===== src/rtl/btn_debounce.sv =====
// Push-button conditioner: 2-FF synchronizer, tick-sampled debounce FSM and
// registered press/release strobes per channel. Define BTN_REPEAT_EN for auto-repeat.
module btn_debounce #(
  parameter int unsigned N_BTN           = 2,
  parameter int unsigned TICK_DIV        = 125000,
  parameter int unsigned DEB_TICKS       = 20,
  parameter int unsigned REP_DELAY_TICKS = 500,
  parameter int unsigned REP_RATE_TICKS  = 100
) (
  input  logic             clk,
  input  logic             rst,
  input  logic [N_BTN-1:0] btn_raw,
  output logic [N_BTN-1:0] btn_level,
  output logic [N_BTN-1:0] btn_press,
  output logic [N_BTN-1:0] btn_release,
  output logic             tick
);

  localparam int unsigned    PW       = (TICK_DIV > 1) ? $clog2(TICK_DIV) : 1;
  localparam logic [PW-1:0]  PRE_LAST = PW'(TICK_DIV - 1);
  localparam logic [7:0]     CNT_LAST = 8'(DEB_TICKS - 1);

  typedef enum logic [1:0] {IDLE, ARMING, HELD, DISARM} state_t;

  logic [PW-1:0]    pre;
  logic [N_BTN-1:0] sync1, sync2;
  state_t           state_q [N_BTN];
  state_t           state_d [N_BTN];
  logic [7:0]       cnt_q   [N_BTN];
  logic [7:0]       cnt_d   [N_BTN];
  logic [N_BTN-1:0] press_d, release_d;

  always_ff @(posedge clk) begin
    if (rst) begin
      pre   <= '0;
      tick  <= 1'b0;
      sync1 <= '0;
      sync2 <= '0;
    end else begin
      if (pre == PRE_LAST) begin
        pre  <= '0;
        tick <= 1'b1;
      end else begin
        pre  <= pre + 1'b1;
        tick <= 1'b0;
      end
      sync1 <= btn_raw;
      sync2 <= sync1;
    end
  end

  always_ff @(posedge clk) begin
    if (rst) begin
      for (int unsigned i = 0; i < N_BTN; i++) begin
        state_q[i] <= IDLE;
        cnt_q[i]   <= '0;
      end
      btn_press   <= '0;
      btn_release <= '0;
    end else begin
      for (int unsigned i = 0; i < N_BTN; i++) begin
        state_q[i] <= state_d[i];
        cnt_q[i]   <= cnt_d[i];
      end
      btn_press   <= press_d;
      btn_release <= release_d;
    end
  end

`ifdef BTN_REPEAT_EN
  localparam logic [15:0] REP_DELAY  = 16'(REP_DELAY_TICKS);
  localparam logic [15:0] REP_RELOAD = 16'(REP_DELAY_TICKS - REP_RATE_TICKS);

  logic [15:0] rep_q [N_BTN];
  logic [15:0] rep_d [N_BTN];

  always_ff @(posedge clk) begin
    if (rst) begin
      for (int unsigned i = 0; i < N_BTN; i++) rep_q[i] <= '0;
    end else begin
      for (int unsigned i = 0; i < N_BTN; i++) rep_q[i] <= rep_d[i];
    end
  end
`endif

  always_comb begin
    press_d   = '0;
    release_d = '0;
    for (int unsigned i = 0; i < N_BTN; i++) begin
      state_d[i] = state_q[i];
      cnt_d[i]   = cnt_q[i];
`ifdef BTN_REPEAT_EN
      rep_d[i]   = rep_q[i];
`endif
      if (tick) begin
        unique case (state_q[i])
          IDLE: begin
            if (sync2[i]) begin
              state_d[i] = ARMING;
              cnt_d[i]   = 8'd1;
            end
          end
          ARMING: begin
            if (!sync2[i]) begin
              state_d[i] = IDLE;
              cnt_d[i]   = '0;
            end else if (cnt_q[i] == CNT_LAST) begin
              state_d[i] = HELD;
              cnt_d[i]   = '0;
              press_d[i] = 1'b1;
`ifdef BTN_REPEAT_EN
              rep_d[i]   = '0;
`endif
            end else begin
              cnt_d[i] = cnt_q[i] + 8'd1;
            end
          end
          HELD: begin
            if (!sync2[i]) begin
              state_d[i] = DISARM;
              cnt_d[i]   = 8'd1;
            end
`ifdef BTN_REPEAT_EN
            // Reload keeps the repeat counter in [DELAY-RATE, DELAY]; it resumes after a DISARM bounce.
            else if (rep_q[i] + 16'd1 == REP_DELAY) begin
              rep_d[i]   = REP_RELOAD;
              press_d[i] = 1'b1;
            end else begin
              rep_d[i] = rep_q[i] + 16'd1;
            end
`endif
          end
          DISARM: begin
            if (sync2[i]) begin
              state_d[i] = HELD;
              cnt_d[i]   = '0;
            end else if (cnt_q[i] == CNT_LAST) begin
              state_d[i]   = IDLE;
              cnt_d[i]     = '0;
              release_d[i] = 1'b1;
            end else begin
              cnt_d[i] = cnt_q[i] + 8'd1;
            end
          end
          default: begin
            state_d[i] = IDLE;
            cnt_d[i]   = '0;
          end
        endcase
      end
    end
  end

  // Debounced level is exactly "FSM is on the pressed side".
  always_comb begin
    btn_level = '0;
    for (int unsigned i = 0; i < N_BTN; i++) begin
      btn_level[i] = (state_q[i] == HELD) || (state_q[i] == DISARM);
    end
  end

endmodule


===== config.mk =====
export PLATFORM = sky130hd
export DESIGN_NAME = btn_debounce
export DESIGN_NICKNAME = d
export VERILOG_FILES = /design/src/rtl/btn_debounce.sv
export SDC_FILE = /design/constraint.sdc
export NUM_CORES = 1
export LEC_CHECK = 0
export CAP_MARGIN = 30
export CORE_UTILIZATION = 35
export CTS_CLUSTER_DIAMETER = 100
export DETAILED_ROUTE_END_ITERATION = 8
export DONT_BUFFER_PORTS = 1
export GPL_ROUTABILITY_DRIVEN = 0
export PLACE_DENSITY = 0.54
export SLEW_MARGIN = 20
export SYNTH_ARGS = -nofsm -noshare
export SYNTH_HDL_FRONTEND = slang
export SYNTH_SLANG_ARGS = --single-unit

===== constraint.sdc =====
create_clock -name clk -period 3.1 [get_ports clk]
set_input_delay 0.465 -clock clk [delete_from_list [all_inputs] [get_ports clk]]
set_output_delay 0.465 -clock clk [all_outputs]
set_load 0.05 [all_outputs]

==> results.toml, run 1 <==
[routing]
dr.pass1.iters = 4
drt_iter0_drc = 83
drc_errors = 0
wl_um = 3840
dr_total_vias = 1657
ant_nets = 0
avgRoutedWirePerCell_um = 12.3
avgViaCountPerCell = 5.29

[synthesis]
synth_area_per_cell_um2 = 8.81
synth_top_area_cell = "dfxtp_1"
syn_inst = 240
ys_seq_elements = 46
yosys-top-cells-area = "dfxtp_1, nor2_1, xnor2_1, xor2_1, nand2_1"
synth_cell_types = 45
synthArstFlopShare_pct = 0
synth_top_flop_cell = "dfxtp_1"
synth.top_cell.area_share_pct = 43.6
seq_area_frac_synth_pct = 43.6
synth_edf_count = 0
syn_area_um2 = 2110
syn-num-nets = 247
synth_warnings = 0

[floorplanning]
io_pins = 11
start_util_pct = 37.2
design.die.area_um2 = 6350
core-area_um2 = 5680
die_y_um = 79.7
rows = 27
die_w_um = 79.7

[clock_tree]
cts-buffers-inserted = 5
cts.sinks = 46
root_buffer = "clkbuf_8"
cts_setup_buffers = 0
cts_tree = "built"
cts-resized-gates = 0
clock_latency_ns = 0.30
htree_levels = 2
cts.clk_slew.worst_paths_ns = 0.09
cts_buffer_depth = 2
postCtsHoldBufs = 0

[final_layout]
final_common_cell = "dfxtp_1"
final_cell_mix = "dfxtp_1, nor2_1, nand2_1"
nets = 247
num_antenna_cells = 0
drive_gt1_share_pct = 6.22
area_growth_pct = 6.99
instances_no_fill = 313

[timing]
slew-limit-headroom_pct = 55.6
fmaxAchievable_mhz = 498
clock_skew_ns = 0.00955
rsz0062_at_grt = "no"
hold_viol = 0
slew_viol_final = 0
final.min_clock_period_ns = 2.01
worst_pin_slew_ns = 0.663
tns_ns = 0
setup_viol = 0
fin_crit_sh_pct = 64.7

[worst_setup_path]
cp_max_fo = 17
worstSetupPathType = "reg -> reg"
crit_chain = "or4_1, nor4_1, a21o_1, nor2_1"
cp-end-kind = "register"
critPathSlowestCell = "a21o_1"
slowest_delay_ns = 0.54
worstPathArrival_ns = 2.17
worstPathRequired_ns = 3.27
critical_path.top_delay_family = "simple AND/OR/NAND/NOR gates"
crit_path_start_kind = "register"
cp.buffers_inverters = 0

[pwr]
leakage_nw = 0.749
vdd_drop_max_mv = 0.177
p_per_area_nw_per_um2 = 446

[flow_run]
cap_violations = 0

[place]
place_inst = 305
port_buffers = 0
hpwlAfterDp_um = 2530

[min_path]
hp-class = "in -> reg"

[global_routing]
overflow = 0
grt_pass1_wl_um = 7040
grt_max_degree = 31
grt_pass1_vias = 1548
track_usage_pct = 14.1
grt_antenna_before_repair = 0

[status]
status = "finished clean"
==> per-layer routing <==
layer	wire length [um]	GRT usage (%)
met4	52	6.18
met5	0	0
met1	1990	17.9
met2	1660	21.8
met3	145	4.57
==> cell usage after synthesis (all sizes together), types with 2 or more instances <==
library cell,n
dfxtp,46
nor2,32
nand2,17
xnor2,13
a21oi,11
xor2,10
clkbuf,8
inv,8
nand3,8
o21ai,8
nor2b,7
nor3,7
nor4,7
and3,5
a31oi,4
nand4,4
ha,3
nor4bb,3
o2111ai,3
o41ai,3
or4,3
a211oi,2
a41oi,2
and2,2
and4,2
buf,2
nand3b,2
nor4b,2
o211ai,2
o31ai,2
==> cells by family after synthesis <==
group	synth area share [%]
AOI/OAI and AO/OA	13.4
and+or+nand+nor	27.1
buffers and inverters	4.09
DFF	43.6
adders and majority gates	1.78
xor gates and xnor gates	9.53
muxes	0.533
==> power by group <==
group	switching, W	internal [W]	leakage [nW]
registers	0.00000683	0.000598	0.372
clock network	0.000196	0.000180	0.0482
logic	0.0000160	0.0000121	0.329
==> area by class of cell <==
cell class                      count  area, um2
Clock buffer                        7       86.3
Clock inverter                      1       5.00
Multi-Input combinational cell    176       1110
Fill cell                         581       3410
Sequential cell                    46        921
Tap cell                           72       90.1
Inverter                            8       30.0
Timing Repair Buffer                3       22.5
==> sequential cells by signal, summed over array words and instances (netlist names), named ones only <==
signal / flops
sync1: 2
sync2: 2
tick: 1
state_q: 2
pre: 17
cnt_q: 16
btn_release: 2
btn_press: 2
==> metrics by stage <==
step | setup WS [ns] | utilization (%) | hold WS [ns] | total power [W] | area [um2]
4_1_cts | 1.10 | 39.8 | 0.212 | 0.00103 | 2260
6_report | 1.09 | 39.8 | 0.227 | 0.00101 | 2260
3_5_place_dp | 1.10 | 38.2 | 0.425 | 0.000648 | 2170
5_1_grt | 0.899 | 39.8 | 0.205 | 0.00106 | 2260
3_3_place_gp | 1.15 | 38.2 | 0.416 | 0.000647 | 2170
2_1_floorplan | 1.34 | - | 0.414 | 0.000648 | 2110
==> final timing paths <==
path	startpoint	end	slack, ns	depth (start not counted)
max	pre[8]	pre[8]	1.09	4
min	rst	cnt_q[0][4]	0.23	1
max reg2reg	pre[8]	pre[8]	1.09	4
min reg2reg	sync1[0]	sync2[0]	0.44	1
No activity file was read; power rests on OpenSTA's default activity.
==> run 2, diff against run 1 <==
Settings changed: PLACE_DENSITY 0.54 to 0.56.
Clock period 3.1 ns to 1.7 ns, I/O delays scaled along.
==> run 2 against run 1 <==
Register-to-register slack got worse by 1.1 ns. Via count increased by 8.3%. Count of clock-buffer cells in the layout is 2 lower. Total power grew 100%. Critical path depth increased by 1. Combinational power rose to 3.1 times the previous value. Clock skew up 0.0017 ns. Critical path type unchanged. Critical endpoint is now pre[16]. Largest cell class unchanged. Highest routed layer unchanged.
==> results.toml, run 2 (same netlist as run 1, synthesis figures left out) <==
[pwr]
combPwrFrac_pct = 4.3
p_switching_w = 0.000445
vdd_drop_max_mv = 0.390
seqPwrFrac_pct = 54.4
p_sw_share_pct = 22.0
p_per_area_nw_per_um2 = 792
clkPwrFrac_pct = 41.3
leakage_nw = 0.905
internal_power_w = 0.00158

[worst_setup_path]
slowest_delay_ns = 0.47
cp-end-kind = "register"
rrSetupSlack_ns = 0.009
r2r-end = "pre[16]"
reg2regPathDepth = 5
critPathSlowestCell = "or4_4"
crit_path_start_kind = "register"
crit_chain = "ha_2, nand2_2, or4_4, or4_4, a21oi_2"
worstPathArrival_ns = 1.92
r2r-start = "pre[1]"
worstPathRequired_ns = 1.93
worstSetupPathType = "reg -> reg"
cp_max_fo = 2
path_common_cell = "or4_4"

[timing]
final.min_clock_period_ns = 1.69
setup_viol = 0
fin_crit_sh_pct = 99.5
slew-limit-headroom_pct = 68.2
clock_skew_ns = 0.0113
fmaxAchievable_mhz = 591
hold_viol = 0
slew_viol_final = 0
worst_pin_slew_ns = 0.476

[final_layout]
largestRegisters = "pre: 17 flops, cnt_q: 16 flops"
final_cell_mix = "dfxtp_1, nor2_1, buf_4"
largest_register_ffs = 17
num_antenna_cells = 0
nets = 275
final_common_cell = "dfxtp_1"
drive_gt1_share_pct = 20.1
final_cell_area_um2 = 2550
regMostFlops = "pre"
fill_cells = 540
instances_no_fill = 341
area_growth_pct = 20.8

[min_path]
hp-class = "in -> reg"
min_to = "sync2[0]"
hp-start = "rst"
worstHoldPathCells = 1

[flow_run]
cap_violations = 0

[clock_tree]
cts_setup_buffers = 0
cts.sinks = 46
cts_tree = "built"
htree_levels = 2
clock_latency_ns = 0.30
cts.clk_slew.worst_paths_ns = 0.08
cts-buffers-inserted = 5
root_buffer = "clkbuf_8"
cts_buffer_depth = 2

[routing]
wl_um = 4330
drc_errors = 0
avgRoutedWirePerCell_um = 12.7
dr_total_vias = 1795
drt_iter0_drc = 89
ant_nets = 0
dr.pass1.iters = 4
avgViaCountPerCell = 5.26

[place]
port_buffers = 0
hpwlAfterDp_um = 2900
place_area_um2 = 2370
place_inst = 331

[global_routing]
grt_antenna_before_repair = 0
overflow = 0
grt_pass1_wl_um = 7270
grt_pass1_vias = 1636
track_usage_pct = 14.4
grt_max_degree = 31

[floorplanning]
io_pins = 11
design.die.area_um2 = 6350
start_util_pct = 37.2
rows = 27
core-area_um2 = 5680
die_y_um = 79.7
die_w_um = 79.7

[status]
status = "finished clean"
==> run 2: layout make-up <==
class | count | area (um2) | share of cell area [%]
multi-input cells | 176 | 1160 | 45.3
flip-flops and latches | 46 | 926 | 36.3
repair buffers | 31 | 238 | 9.31
well taps | 72 | 90.1 | 3.53
clock buffers | 5 | 68.8 | 2.70
clock inverters | 3 | 43.8 | 1.72
inverters | 8 | 30.0 | 1.18
==> run 2: how the worst max path moves through the flow <==
stage                     start            to  slack, ns  cells past startpoint
CTS                      pre[9]       pre[16]      0.007                      5
finish                   pre[1]       pre[16]      0.009                      5
floorplan                pre[0]       pre[16]      0.009                      5
detailed placement  cnt_q[0][8]  cnt_q[0][10]      -0.02                      6
global route             pre[1]       pre[16]      -0.03                      5
global placement         pre[8]        pre[5]       0.03                      5
==> run 2: layer usage <==
| layer | track usage (%) | vias to the layer above | part of all wire, % |
|---|---|---|---|
| met5 | 0 | - | 0 |
| met4 | 4.91 | 0 | 1.1 |
| met3 | 3.54 | 5 | 3.4 |
| met2 | 22.9 | 34 | 45 |
| met1 | 18.7 | 839 | 51 |
| li1 | - | 917 | - |
==> run 2: critical path: cells and delay by family (launching register included) <==
family	cells	cell delay, ns
AOI/OAI and AO/OA	1	0.16
and+or+nand+nor	3	0.95
DFF	1	0.34
adders and majority gates	1	0.18
==> run 2: power groups by stage <==
stage               combinational [W]  clock [W]  sequential [W]
floorplan                   0.0000563          0         0.00113
global placement            0.0000790          0         0.00112
CTS                         0.0000823   0.000859         0.00110
finish                      0.0000875   0.000834         0.00110
global route                0.0000994   0.000904         0.00110
detailed placement          0.0000795          0         0.00112
==> run 2: what timing repair did <==
item	in CTS	in global routing
hold buffers	1	1
cloned	0	0
endpoints found under the setup margin	6	29
resized for setup	1	11
endpoints found under the hold margin	1	6
pin swaps	0	2
==> run 2: through the flow <==
stage / total power [W] / utilization (%) / setup TNS, ns / worst slack [ns] / hold slack [ns]
after detailed placement: 0.00120 / 41.7 / -0.0177 / -0.0167 / 0.325
final: 0.00202 / 45.0 / 0 / 0.00918 / 0.0173
after global placement: 0.00120 / 41.7 / 0 / 0.0305 / 0.325
after floorplan: 0.00118 / - / 0 / 0.00938 / 0.383
after CTS: 0.00204 / 44.0 / 0 / 0.00730 / 0.000296
after global routing: 0.00211 / 45.0 / -0.0300 / -0.0300 / 0.00337
==> run 3, diff against run 2 <==
Settings changed: SETUP_SLACK_MARGIN set to 0.5.
==> run 3 against run 2 <==
Sequential power about the same. Count of clock-buffer cells in the layout is the same. Critical path type unchanged. Combinational power is 30% higher. Critical path depth is the same. Wire length grew 16%. Highest routed layer unchanged. Via count increased by 2.7%. Utilization rose by 8.4 points. Global-route usage up 1.9 points. Clock power grew 17%.
==> results.toml, run 3 (same netlist as run 1, synthesis figures left out) <==
[pwr]
p_per_area_nw_per_um2 = 725
internal_power_w = 0.00174
p_sw_share_pct = 20.6
clkPwrFrac_pct = 44.4
seqPwrFrac_pct = 50.4
leakage_nw = 1.03
combPwrFrac_pct = 5.2
vdd_drop_max_mv = 0.485
p_switching_w = 0.000451

[final_layout]
largest_register_ffs = 17
drive_gt1_share_pct = 41.9
area_growth_pct = 43.2
final_cell_area_um2 = 3030
regMostFlops = "pre"
final_cell_mix = "dfxtp_1, buf_4, nor2_1"
multi_input_area_um2 = 1440
regArea_um2 = 950
nets = 285
largestRegisters = "pre: 17 flops, cnt_q: 16 flops"
num_antenna_cells = 0
fill_cells = 523

[timing]
fmaxAchievable_mhz = 622
clock_skew_ns = 0.0122
final.min_clock_period_ns = 1.61
slew-limit-headroom_pct = 75.5
hold_viol = 0
setup_ws_ns = 0.0931
worst_pin_slew_ns = 0.365
rsz0062_at_grt = "yes"
slew_viol_final = 0
fin_crit_sh_pct = 94.5
tns_ns = 0
setup_viol = 0

[routing]
ant_nets = 0
dr.pass1.iters = 4
dr_total_vias = 1843
avgViaCountPerCell = 5.25
drc_errors = 0
drt_iter0_drc = 112
avgRoutedWirePerCell_um = 14.4
wl_um = 5040

[global_routing]
grt_pass1_vias = 1757
grt_antenna_before_repair = 0
grt_pass1_wl_um = 8180
overflow = 0
grt_max_degree = 31
track_usage_pct = 16.3

[place]
pre_cts_ws_ns = 0.0739
hpwlAfterDp_um = 2910
place_area_um2 = 2420
port_buffers = 0

[floorplanning]
die_w_um = 79.7
start_util_pct = 37.2
core-area_um2 = 5680
io_pins = 11
rows = 27
design.die.area_um2 = 6350
die_y_um = 79.7

[clock_tree]
cts_buffer_depth = 2
cts.sinks = 46
cts_tree = "built"
cts.clk_slew.worst_paths_ns = 0.09
root_buffer = "clkbuf_8"
clock_latency_ns = 0.30
htree_levels = 2
cts-buffers-inserted = 5

[min_path]
hp-class = "in -> reg"

[worst_setup_path]
worstPathRequired_ns = 1.93
worstPathArrival_ns = 1.83
crit_chain = "ha_4, nand2_4, or4_4, or4_1, a21oi_1"
worstSetupPathType = "reg -> reg"
crit_path_start_kind = "register"
cp-end-kind = "register"
critPathSlowestCell = "or4_4"
cp_max_fo = 2
slowest_delay_ns = 0.47

[status]
status = "finished clean"

[flow_run]
cap_violations = 0
-- run 3: layout make-up --
class / count / share of cell area (%)
inverter: 8 / 0.992
sequential: 46 / 31.4
tap: 72 / 2.98
timing repair buffer: 41 / 12.6
clock buffer: 5 / 2.27
multi-input combinational: 176 / 47.5
clock inverter: 3 / 2.27
-- run 3: power by group through the flow --
stage | registers [W] | clock network, W | logic (W)
after floorplan | 0.00113 | 0 | 0.0000641
after global placement | 0.00113 | 0 | 0.0000733
after detailed placement | 0.00113 | 0 | 0.0000740
after CTS | 0.00111 | 0.00100 | 0.0000895
after global routing | 0.00111 | 0.00105 | 0.000123
final | 0.00111 | 0.000973 | 0.000114
-- run 3: per-layer routing --
layer	global-route usage, %	wire (um)	part of all wire, %	up-vias
li1	-	-	-	934
met1	20.6	2240	44	883
met2	27.9	2650	53	24
met3	3.20	119	2.4	2
met4	4.36	24	0.48	0
met5	0	0	0	-
-- run 3: worst max-delay path: cells and delay by family (launching register included) --
family                   cells  cell delay (ns)
flip-flops                   1             0.36
AND/OR/NAND/NOR              3             0.91
adder cells (fa/ha/maj)      1             0.15
AO/OA/AOI/OAI                1             0.12
-- run 3: final timing paths --
path,from,endpoint,slack (ns),depth (start not counted)
hold reg to reg,sync1[0],sync2[0],0.44,1
hold / removal,rst,cnt_q[0][4],0.02,1
setup / recovery,pre[0],pre[16],0.09,5
setup reg to reg,pre[0],pre[16],0.09,5
-- run 3: timing repair --
item | CTS | global route
hold endpoints to repair | 1 | 3
pin swaps | 7 | 15
setup buffers | 13 | 8
gates cloned | 0 | 1
hold buffers | 1 | 1
setup endpoints to repair | 43 | 48
gates resized for setup | 14 | 53
-- run 3: metrics by stage --
stage / std cells / hold slack, ns / power, W / util [%]
floorplan: 240 / 0.383 / 0.00119 / -
global placement: 319 / 0.322 / 0.00121 / 42.6
detailed placement: 319 / 0.323 / 0.00121 / 42.6
CTS: 341 / 0.00148 / 0.00220 / 48.1
global route: 351 / 0.000757 / 0.00228 / 53.3
finish: 351 / 0.0173 / 0.00219 / 53.3
